==> config.mk <==
export PLATFORM = sky130hd
export DESIGN_NAME = clock_monitor
export DESIGN_NICKNAME = d
export VERILOG_FILES = /design/src/rtl/clock_monitor_pkg.sv /design/src/rtl/clock_monitor_sync_2ff.sv /design/src/rtl/clock_monitor.sv
export SDC_FILE = /design/constraint.sdc
export NUM_CORES = 1
export LEC_CHECK = 0
export CAP_MARGIN = 20
export CORE_UTILIZATION = 30
export DETAILED_ROUTE_END_ITERATION = 6
export HOLD_SLACK_MARGIN = 0.06
export PLACE_DENSITY_LB_ADDON = 0.1
export SLEW_MARGIN = 25
export SYNTH_ARGS = -nofsm -noshare
export SYNTH_HDL_FRONTEND = slang
export SYNTH_SLANG_ARGS = --single-unit
export TNS_END_PERCENT = 100
==> constraint.sdc <==
create_clock -name clk_i -period 2.5 [get_ports clk_i]
set_clock_uncertainty 0.2 [all_clocks]
set_input_delay 0.625 -clock clk_i [delete_from_list [all_inputs] [get_ports clk_i]]
set_output_delay 0.625 -clock clk_i [all_outputs]
set_load 0.05 [all_outputs]
==> src/rtl/clock_monitor_pkg.sv <==
// Shared definitions for the clock monitor: FSM encodings, synchronizer depth
// and a helper giving the all-ones value of a counter of a given width.
package clock_monitor_pkg;

  typedef enum logic [1:0] {
    WAIT_RISE = 2'd0,
    HIGH      = 2'd1,
    LOW       = 2'd2
  } cm_state_e;

  localparam int unsigned SYNC_DEPTH    = 2;
  // Edges are trusted only once the synchronizer and the edge-detect flop hold real samples.
  localparam int unsigned WARMUP_CYCLES = SYNC_DEPTH + 1;

  function automatic logic [31:0] sat_max(input int unsigned width);
    if (width >= 32) begin
      return 32'hFFFF_FFFF;
    end else begin
      return (32'd1 << width) - 32'd1;
    end
  endfunction

endpackage

==> src/rtl/clock_monitor_sync_2ff.sv <==
// Generic 1-bit two-flop synchronizer with synchronous active-high reset to 0.
module sync_2ff (
  input  logic clk_i,
  input  logic rst_i,
  input  logic d_i,
  output logic q_o
);

  logic meta_q;
  logic sync_q;

  // Two back-to-back capture flops for the asynchronous input.
  always_ff @(posedge clk_i) begin
    if (rst_i) begin
      meta_q <= 1'b0;
      sync_q <= 1'b0;
    end else begin
      meta_q <= d_i;
      sync_q <= meta_q;
    end
  end

  assign q_o = sync_q;

endmodule

==> src/rtl/clock_monitor.sv <==
// Measures high time, low time and period of mon_clk_i in clk_i cycles and flags out-of-range periods.
// Optional stuck-clock detection is enabled by defining CLOCK_MONITOR_TIMEOUT_EN.
module clock_monitor
  import clock_monitor_pkg::*;
#(
  parameter int unsigned CNT_W      = 16,
  parameter int unsigned PERIOD_MIN = 4,
  parameter int unsigned PERIOD_MAX = 64,
  parameter int unsigned TIMEOUT    = 256
) (
  input  logic             clk_i,
  input  logic             rst_i,
  input  logic             mon_clk_i,
  input  logic             enable_i,
  input  logic             clr_err_i,
  output logic             meas_valid_o,
  output logic [CNT_W-1:0] high_cnt_o,
  output logic [CNT_W-1:0] low_cnt_o,
  output logic [CNT_W-1:0] period_cnt_o,
  output logic             err_range_o,
  output logic             err_stuck_o
);

  localparam logic [CNT_W-1:0] CNT_MAX  = CNT_W'(sat_max(CNT_W));
  localparam logic [CNT_W-1:0] CNT_ONE  = CNT_W'(1);
  localparam logic [1:0]       WARM_END = 2'(WARMUP_CYCLES);

  logic             mon_sync_s;
  logic             mon_prev_q;
  logic [1:0]       warm_q, warm_d;
  logic             edge_ok_s, rise_s, fall_s;
  cm_state_e        state_q, state_d;
  logic [CNT_W-1:0] phase_q, phase_d, phase_inc_s;
  logic [CNT_W-1:0] high_q, high_d;
  logic [CNT_W-1:0] high_cnt_q, high_cnt_d;
  logic [CNT_W-1:0] low_cnt_q, low_cnt_d;
  logic [CNT_W-1:0] period_cnt_q, period_cnt_d;
  logic             meas_valid_q, meas_valid_d;
  logic             err_range_q, err_range_d;
  logic             publish_s;
  logic [CNT_W:0]   sum_s;
  logic [CNT_W-1:0] period_val_s;
  logic             period_sat_s, range_bad_s;
  logic             stuck_hit_s;

  sync_2ff u_sync (
    .clk_i (clk_i),
    .rst_i (rst_i),
    .d_i   (mon_clk_i),
    .q_o   (mon_sync_s)
  );

  assign edge_ok_s   = (warm_q == WARM_END);
  assign rise_s      = edge_ok_s & mon_sync_s & ~mon_prev_q;
  assign fall_s      = edge_ok_s & ~mon_sync_s & mon_prev_q;
  assign phase_inc_s = (phase_q == CNT_MAX) ? phase_q : (phase_q + CNT_ONE);

  // A period that carries out or lands on the all-ones value is treated as saturated, hence too long.
  assign sum_s        = {1'b0, high_q} + {1'b0, phase_q};
  assign period_val_s = sum_s[CNT_W] ? CNT_MAX : sum_s[CNT_W-1:0];
  assign period_sat_s = sum_s[CNT_W] | (sum_s[CNT_W-1:0] == CNT_MAX);
  assign range_bad_s  = period_sat_s ||
                        (32'(period_val_s) < PERIOD_MIN) ||
                        (32'(period_val_s) > PERIOD_MAX);

  // Warm-up counter saturates once the edge detector holds valid history.
  always_comb begin
    warm_d = warm_q;
    if (warm_q != WARM_END) begin
      warm_d = warm_q + 2'd1;
    end else begin
      warm_d = warm_q;
    end
  end

`ifdef CLOCK_MONITOR_TIMEOUT_EN
  localparam int unsigned     IDLE_W    = $clog2(TIMEOUT + 1);
  localparam logic [IDLE_W-1:0] IDLE_LAST = IDLE_W'(TIMEOUT - 1);

  logic [IDLE_W-1:0] idle_q, idle_d;
  logic              err_stuck_q, err_stuck_d;

  // Idle counter: cleared by any synced edge, advances only while measuring.
  always_comb begin
    idle_d      = idle_q;
    stuck_hit_s = 1'b0;
    if (rise_s || fall_s) begin
      idle_d = '0;
    end else if (enable_i) begin
      if (idle_q == IDLE_LAST) begin
        stuck_hit_s = 1'b1;
        idle_d      = '0;
      end else begin
        idle_d = idle_q + IDLE_W'(1);
      end
    end else begin
      idle_d = idle_q;
    end
    err_stuck_d = stuck_hit_s | (err_stuck_q & ~clr_err_i);
  end

  // Idle counter and sticky stuck flag.
  always_ff @(posedge clk_i) begin
    if (rst_i) begin
      idle_q      <= '0;
      err_stuck_q <= 1'b0;
    end else begin
      idle_q      <= idle_d;
      err_stuck_q <= err_stuck_d;
    end
  end

  assign err_stuck_o = err_stuck_q;
`else
  assign stuck_hit_s = 1'b0;
  assign err_stuck_o = 1'b0;
`endif

  // Next-state, phase counting and publish decision.
  always_comb begin
    state_d      = state_q;
    phase_d      = phase_q;
    high_d       = high_q;
    publish_s    = 1'b0;
    if (!enable_i || stuck_hit_s) begin
      state_d = WAIT_RISE;
    end else begin
      case (state_q)
        WAIT_RISE: begin
          if (rise_s) begin
            state_d = HIGH;
            phase_d = CNT_ONE;
          end else begin
            state_d = WAIT_RISE;
          end
        end
        HIGH: begin
          if (fall_s) begin
            state_d = LOW;
            high_d  = phase_q;
            phase_d = CNT_ONE;
          end else begin
            phase_d = phase_inc_s;
          end
        end
        LOW: begin
          if (rise_s) begin
            state_d   = HIGH;
            publish_s = 1'b1;
            phase_d   = CNT_ONE;
          end else begin
            phase_d = phase_inc_s;
          end
        end
        default: begin
          state_d = WAIT_RISE;
        end
      endcase
    end
  end

  // Output register next values; a new error in the clear cycle keeps the flag set.
  always_comb begin
    high_cnt_d   = high_cnt_q;
    low_cnt_d    = low_cnt_q;
    period_cnt_d = period_cnt_q;
    meas_valid_d = 1'b0;
    if (publish_s) begin
      high_cnt_d   = high_q;
      low_cnt_d    = phase_q;
      period_cnt_d = period_val_s;
      meas_valid_d = 1'b1;
    end else begin
      meas_valid_d = 1'b0;
    end
    err_range_d = (publish_s & range_bad_s) | (err_range_q & ~clr_err_i);
  end

  // All measurement state and registered outputs.
  always_ff @(posedge clk_i) begin
    if (rst_i) begin
      mon_prev_q   <= 1'b0;
      warm_q       <= 2'd0;
      state_q      <= WAIT_RISE;
      phase_q      <= '0;
      high_q       <= '0;
      high_cnt_q   <= '0;
      low_cnt_q    <= '0;
      period_cnt_q <= '0;
      meas_valid_q <= 1'b0;
      err_range_q  <= 1'b0;
    end else begin
      mon_prev_q   <= mon_sync_s;
      warm_q       <= warm_d;
      state_q      <= state_d;
      phase_q      <= phase_d;
      high_q       <= high_d;
      high_cnt_q   <= high_cnt_d;
      low_cnt_q    <= low_cnt_d;
      period_cnt_q <= period_cnt_d;
      meas_valid_q <= meas_valid_d;
      err_range_q  <= err_range_d;
    end
  end

  assign meas_valid_o = meas_valid_q;
  assign high_cnt_o   = high_cnt_q;
  assign low_cnt_o    = low_cnt_q;
  assign period_cnt_o = period_cnt_q;
  assign err_range_o  = err_range_q;

endmodule

# After elaboration in Yosys (flattened, before gate mapping)
# Index checks and enable logic that the tools add are counted.
op_classes:
  add_sub_neg: 3
  bitwise_logic: 12
  magnitude_cmp: 2
  eq_ne: 9
  n_mux: 14
  n_reduce_logical: 8
ops:
  columns: ["op", "count"]
  rows:
  - ["$mux W16", 5]
  - ["$pmux W16 S3", 1]
  - ["$eq A16 B16 Y1 const B", 2]
  - ["$add A16 B16 Y17", 1]
  - ["$add A16 B1 Y16 const B", 1]
  - ["$gt A16 B7 Y1 const B", 1]
  - ["$lt A16 B3 Y1 const B", 1]
  - ["$ne A2 B2 Y1 const B", 4]
  - ["$and A1 B1 Y1", 6]
  - ["$pmux W2 S3", 1]
  - ["$reduce_and A3 Y1", 2]
  - ["$mux W1", 5]
  - ["$eq A2 B2 Y1 const B", 2]
  - ["$mux W2", 2]
  - ["$not A1 Y1", 4]
  - ["$reduce_bool A3 Y1", 1]
  - ["$add A2 B1 Y2 const B", 1]
  - ["$eq A2 B1 Y1 const B", 1]
  - ["$logic_not A2 Y1", 1]
  - ["$logic_or A1 B1 Y1", 2]
  - ["$or A1 B1 Y1", 2]
  - ["$reduce_and A2 Y1", 1]
  - ["$reduce_or A2 Y1", 1]
word_totals:
  ff_bits: 89
  input_bits: 5
  word_cells: 60
  out_inout_bits: 51

# Depth between registers and ports, before layout
depth:
  word_depth: 8
  depth_mapped: 9
  ltp_nobuf: 9

# Cells and area by module
# A second synthesis with hierarchy kept.
hier_totals:
  hier_cells: 564
  hier_area_um2: 4565.6
by_module_without_submodules:
  columns: ["mod", "area_each_um2", "seq_area_each_um2", "instances", "cells_each"]
  rows:
  - ["clock_monitor", 4513.1, 1741.7, 1, 560]
  - ["sync_2ff", 52.6, 40.0, 1, 4]

# Worst setup path before layout
# No wires, ideal clock.
synth_path:
  path_kind: "register -> register"
  start: "register phase_q[0]"
  end: "register err_range_q (netlist: err_range_o)"
  setup_time_ps: 139
  n_path_buf: 0
  path_slack_ps: -212
  t_required_ps: 2161
  path_stages_with_launch: 10
  period_less_slack_ps: 2712
  arrival_time_ps: 2372
  path_cell_list: "dfxtp_1 -> ha_1 -> fa_1 -> a211oi_2 -> o211ai_2 -> a31oi_4 -> mux2_1 -> nor2_2 -> and4_1 -> a41oi_2"
synth_between:
  elab_chain_len: 7
  elab_cells_between_ends: 10
  cone_classes: "add/sub (1); order compare (2); eq/ne (1); mux (1); bitwise (3); reduce/logical (2)"
synth_lines:
  columns: ["element", "line", "rtl"]
  rows:
  - ["start: declaration", "clock_monitor.sv:33", "logic [CNT_W-1:0] phase_q, phase_d, phase_inc_s;"]
  - ["start signal: assignment", "clock_monitor.sv:196", "phase_q <= phase_d;"]
  - ["$add A16 B16 Y17 *", "clock_monitor.sv:59", "assign sum_s = {1'b0, high_q} + {1'b0, phase_q};"]
  - ["$mux W16 / $eq A16 B16 Y1 (equally long branches)", "clock_monitor.sv:60, clock_monitor.sv:61", null]
  - ["$lt A16 B3 Y1 / $or A1 B1 Y1 (equally long branches)", "clock_monitor.sv:63, clock_monitor.sv:61", null]
  - ["$logic_or A1 B1 Y1", "clock_monitor.sv:62", "assign range_bad_s = period_sat_s ||"]
  - ["$logic_or A1 B1 Y1 *", "clock_monitor.sv:63", "(32'(period_val_s) < PERIOD_MIN) ||"]
  - ["$and A1 B1 Y1 *", "clock_monitor.sv:176", "err_range_d = (publish_s & range_bad_s) | (err_range_q & ~clr_err_i);"]
  - ["$or A1 B1 Y1 *", "clock_monitor.sv:176", null]
  - ["end signal: assignment", "clock_monitor.sv:202", "err_range_q <= err_range_d;"]
  - ["end: declaration", "clock_monitor.sv:39", "logic err_range_q, err_range_d;"]
# Every way passes the cells marked *; elsewhere a longest branch is shown, timed or not.
# A chain may end at the register's enable or synchronous reset.

# Final worst setup path
# Same ends and word-level chain as after synthesis.

==> results by stage <==
GRT:
- The remaining global-route overflow is 0.
- The first-pass GRT wire length is 19,970 µm.
- The number of antenna violations at the first check in global routing came to 0.
- Global routing consumed, over all layers together, 17.30% of the routing resources.
- The number of global-route vias before repair is 4,011.
- Entering global routing, the biggest net connects 31 pins.

STA:
- The aggregate negative setup slack is -0.02576 ns.
- The final hold violation count came to 0.
- The fraction of the cycle the final worst path needs is 101.0%.
- The maximum frequency from static timing analysis is 0.3959 GHz.
- The max-slew violation total from the final report is 0.
- The transition at the pin with the smallest max-transition slack is ~0.55 ns.
- The number of setup violations in the final report is 1.
- The worst pin sits at a relative slew slack of between 60% and 70%.
- Setup slack on the critical path of the routed design comes to -0.02576 ns.
- Setup repair after global routing could not meet its margin everywhere.
- After layout, the minimum clock period comes to 2.526 ns.

Place:
- The final RePlAce weighted congestion is 0.8562.
- The quantity of I/O buffers inserted on ports is 54.
- The placed wire-length estimate is 9330 µm.
- The area of placed instances is 5550 µm².

Drt:
- Dividing the detail-routed wire length by the instance count gives 15.02 µm.
- The aggregate routed wire length is 12,410 µm.
- The routed layout has 4,053 vias.
- The highest signal layer in the routed design is met4.
- The routed wire length on met2 is 6030 µm.
- The detailed router put a total of 5814 µm of wire on met1.
- The met3 routed wirelength is approximately 430 µm.
- The number of iterations in the first detailed-routing pass is 4.
- The violation count after the first detailed-route iteration is 144.
- The detailed-route DRC error count is 0.
- The detail route stage leaves a number of antenna-violating nets equal to 0.
- Using the TritonRoute via totals, the vias-per-cell ratio works out to 4.907.

Floorplanning:
- For this design the top-level I/O count stands at 56.
- The die boundary height is approximately 120 µm.
- The floorplan die area is 15,160 µm².
- Measured along the x axis, the die boundary spans 123.1 µm.
- The number of cell rows is 43.
- The core outline area is 14,100 µm².
- For this configuration, the core starts out at a cell density of a little under a third.

Clocking:
- After clock tree synthesis, the clock-pin slew on the worst setup and hold paths is ~0.06 ns.
- The tree is rooted in a sky130_fd_sc_hd__clkbuf_16.
- The longest clock path from root to sink contains 2 buffers.
- The clock sink total is just under 90.
- The maximum level of the CTS H-tree is 3.
- TritonCTS built the clock tree.
- The number of buffers created by CTS is 9.
- The latest clock arrival within the worst-skew pair is 0.35 ns.
- The post-cts hold buffer count is 0.

Power:
- The peak supply drop is 0.3478 mV.
- In this run the static leakage power is ~2.3 nW.
- The power density relative to cell area is a little over 500 nW/µm².

Yosys:
- The fraction of the yosys area taken by sequential cells is approximately two fifths.
- The gate count after technology mapping is 536.
- After synthesis, the share of flip-flops with an asynchronous set or reset is 0%.
- Counting instances in the post-synthesis netlist gives the leading cell types as sky130_fd_sc_hd__nand2_1 (116), sky130_fd_sc_hd__dfxtp_1 (89), sky130_fd_sc_hd__a21oi_1 (69), sky130_fd_sc_hd__nor2_1 (46), sky130_fd_sc_hd__ha_1 (21).
- In the post-synthesis netlist, the cell with the most instances is sky130_fd_sc_hd__nand2_1.
- The post-synthesis cell type with the largest combined area is sky130_fd_sc_hd__dfxtp_1.
- The post-synthesis area per instance is 8.215 µm².
- In the post-synthesis netlist, the biggest area contributors are sky130_fd_sc_hd__dfxtp_1 (40%), sky130_fd_sc_hd__nand2_1 (9.9%), sky130_fd_sc_hd__a21oi_1 (7.8%), sky130_fd_sc_hd__ha_1 (6.0%), sky130_fd_sc_hd__nor2_1 (3.9%).
- The area share of the largest cell type after synthesis is 40.47%.
- After synthesis the netlist holds a flip-flop and latch count of 89.
- The count of different cell masters after synthesis is 65.
- The number of enable flip-flop cells after synthesis is 0.
- The number of nets handed over by synthesis was about 560.
- The predominant post-synthesis flop cell is sky130_fd_sc_hd__dfxtp_1.
- The total number of yosys warnings is 0.
- After synthesis the cells add up to approximately 4400 µm².

Run status:
- The final reports fail on setup timing.
- The flow ran to the end, but the final reports show violations.

Worst setup path:
- The number of buffer and inverter stages on the critical path is 1.
- At the worst endpoint, the required time is 2.52 ns.
- The worst setup path is launched from a flop.
- The worst-path maximum fanout is 3.
- The worst setup path category is flop to flop.
- The critical path endpoint category is a flop.
- Data arrives at the worst endpoint at between 2 and 3 ns.
- On the worst path, the slowest cell contributes a delay of 0.36 ns.
- The standard cell with the maximum stage delay on the critical path is sky130_fd_sc_hd__fa_2.
- The signal on the critical path passes through ha_4 > fa_2 > a211oi_4 > nor2_1 > xor2_1 > nor4_2 > nand2b_1 > o41ai_2 > buf_4 > a41oi_2.
- The kind of cell with the highest combined delay on the critical path is compound AO/OA/AOI/OAI gates.

Cells and area:
- From synthesis to final layout, the design area changed by 38.79%.
- In the final layout, the multi-input gates occupy 2635 µm².
- The design area is between 6000 and 7000 µm².
- The register area is 1788 µm².
- The total number of nets in the final design is 668.
- The final cell utilization of the core is a little over two fifths.
- The post-route netlist has 20.90% of its cells at a drive strength greater than 1.
- The number of antenna cells inserted is 0.
- The filler cell count in the final layout is 1,401.

Run:
- Across the run, the number of max-cap violations was 0.

Worst hold path:
- The path class of the lowest-slack min-delay path is flop to flop.
## cell usage in the layout (no fill, tap or decap), types with 4 or more instances in the layout
cell type                           n
sky130_fd_sc_hd__nand4_1            4
sky130_fd_sc_hd__a211oi_2           9
sky130_fd_sc_hd__a21oi_1           67
sky130_fd_sc_hd__inv_1             12
sky130_fd_sc_hd__nand3_1           11
sky130_fd_sc_hd__a31oi_1            8
sky130_fd_sc_hd__nand2_1          116
sky130_fd_sc_hd__nor2_1            45
sky130_fd_sc_hd__xnor2_1            6
sky130_fd_sc_hd__buf_4             62
sky130_fd_sc_hd__and3_1             6
sky130_fd_sc_hd__clkbuf_16         10
sky130_fd_sc_hd__nand2b_1           7
sky130_fd_sc_hd__nor3_1            12
sky130_fd_sc_hd__clkdlybuf4s50_1   53
sky130_fd_sc_hd__xor2_1            15
sky130_fd_sc_hd__ha_1              17
sky130_fd_sc_hd__dfxtp_1           86
sky130_fd_sc_hd__buf_6              4
sky130_fd_sc_hd__o21ai_0            9
## path summary, 6_finish.rpt
kind	cells past startpoint	slack, ns	from	end
max	10	-0.03	phase_q[0]	err_range_o
min	1	0.23	u_sync.meta_q	u_sync.q_o
max reg2reg	10	-0.03	phase_q[0]	err_range_o
min reg2reg	1	0.23	u_sync.meta_q	u_sync.q_o
## where the power goes
group | switching [mW] | total [mW] | leakage (nW) | internal (mW)
sequential | 0.00644 | 1.43 | 0.719 | 1.43
clock | 0.585 | 1.66 | 0.181 | 1.07
combinational | 0.0527 | 0.0814 | 1.41 | 0.0288
## routing by layer
metal,GRT usage [%],up-vias
met5,0,-
met4,4.819,0
met3,4.751,11
met2,29.12,69
met1,21.54,1898
li1,-,2075
## cells by family after synthesis
| logic type | after synthesis | share of synthesized area, % |
|---|---|---|
| muxes | 3 | 0.7104 |
| buffers and inverters | 38 | 3.524 |
| adders and majority gates | 22 | 6.422 |
| xor gates and xnor gates | 22 | 4.376 |
| AOI/OAI and AO/OA | 136 | 20.69 |
| other | 1 | 0.08517 |
| and+or+nand+nor | 225 | 23.73 |
| DFF | 89 | 40.47 |
## worst reg2reg max path, stage by stage (launching register included)
cell and delay, ns:
sky130_fd_sc_hd__dfxtp_4 0.35, sky130_fd_sc_hd__ha_4 0.15, sky130_fd_sc_hd__fa_2 0.36, sky130_fd_sc_hd__a211oi_4 0.29, sky130_fd_sc_hd__nor2_1 0.09, sky130_fd_sc_hd__xor2_1 0.19
sky130_fd_sc_hd__nor4_2 0.15, sky130_fd_sc_hd__nand2b_1 0.09, sky130_fd_sc_hd__o41ai_2 0.28, sky130_fd_sc_hd__buf_4 0.16, sky130_fd_sc_hd__a41oi_2 0.07
## per-stage QoR
stage                     hold slack [ns]  total power [mW]  instances  setup slack [ns]
after floorplan                    0.2138             1.520        536          -0.02768
after global placement             0.2229             1.543        806          -0.08212
after detailed placement           0.2220             1.546        806           -0.1284
after CTS                          0.2380             3.210        825          -0.08713
after global routing               0.2583             3.278        826           -0.1301
final                              0.2343             3.169        826          -0.02576
## area by class of cell
cell class | instances | area share, %
flip-flops and latches | 89 | 29.26
inverters | 12 | 0.7371
well taps | 180 | 3.686
repair buffers | 120 | 17.12
multi-input cells | 409 | 43.12
clock inverters | 5 | 1.761
clock buffers | 11 | 4.320
## sequential cells by signal, summed over array words and instances (netlist names), 2 cells and up
register / count
period_cnt_o: 16
high_q: 16
warm_q: 2
state_q: 2
high_cnt_o: 16
low_cnt_o: 16
phase_q: 16
## repair_timing
action                     in CTS  in global routing
buffers inserted                2                  1
setup endpoints to repair      13                 17
cloned                          1                  0
pin swaps                       9                  5
gates resized for setup        12                 23
No activity file was read; power rests on OpenSTA's default activity.
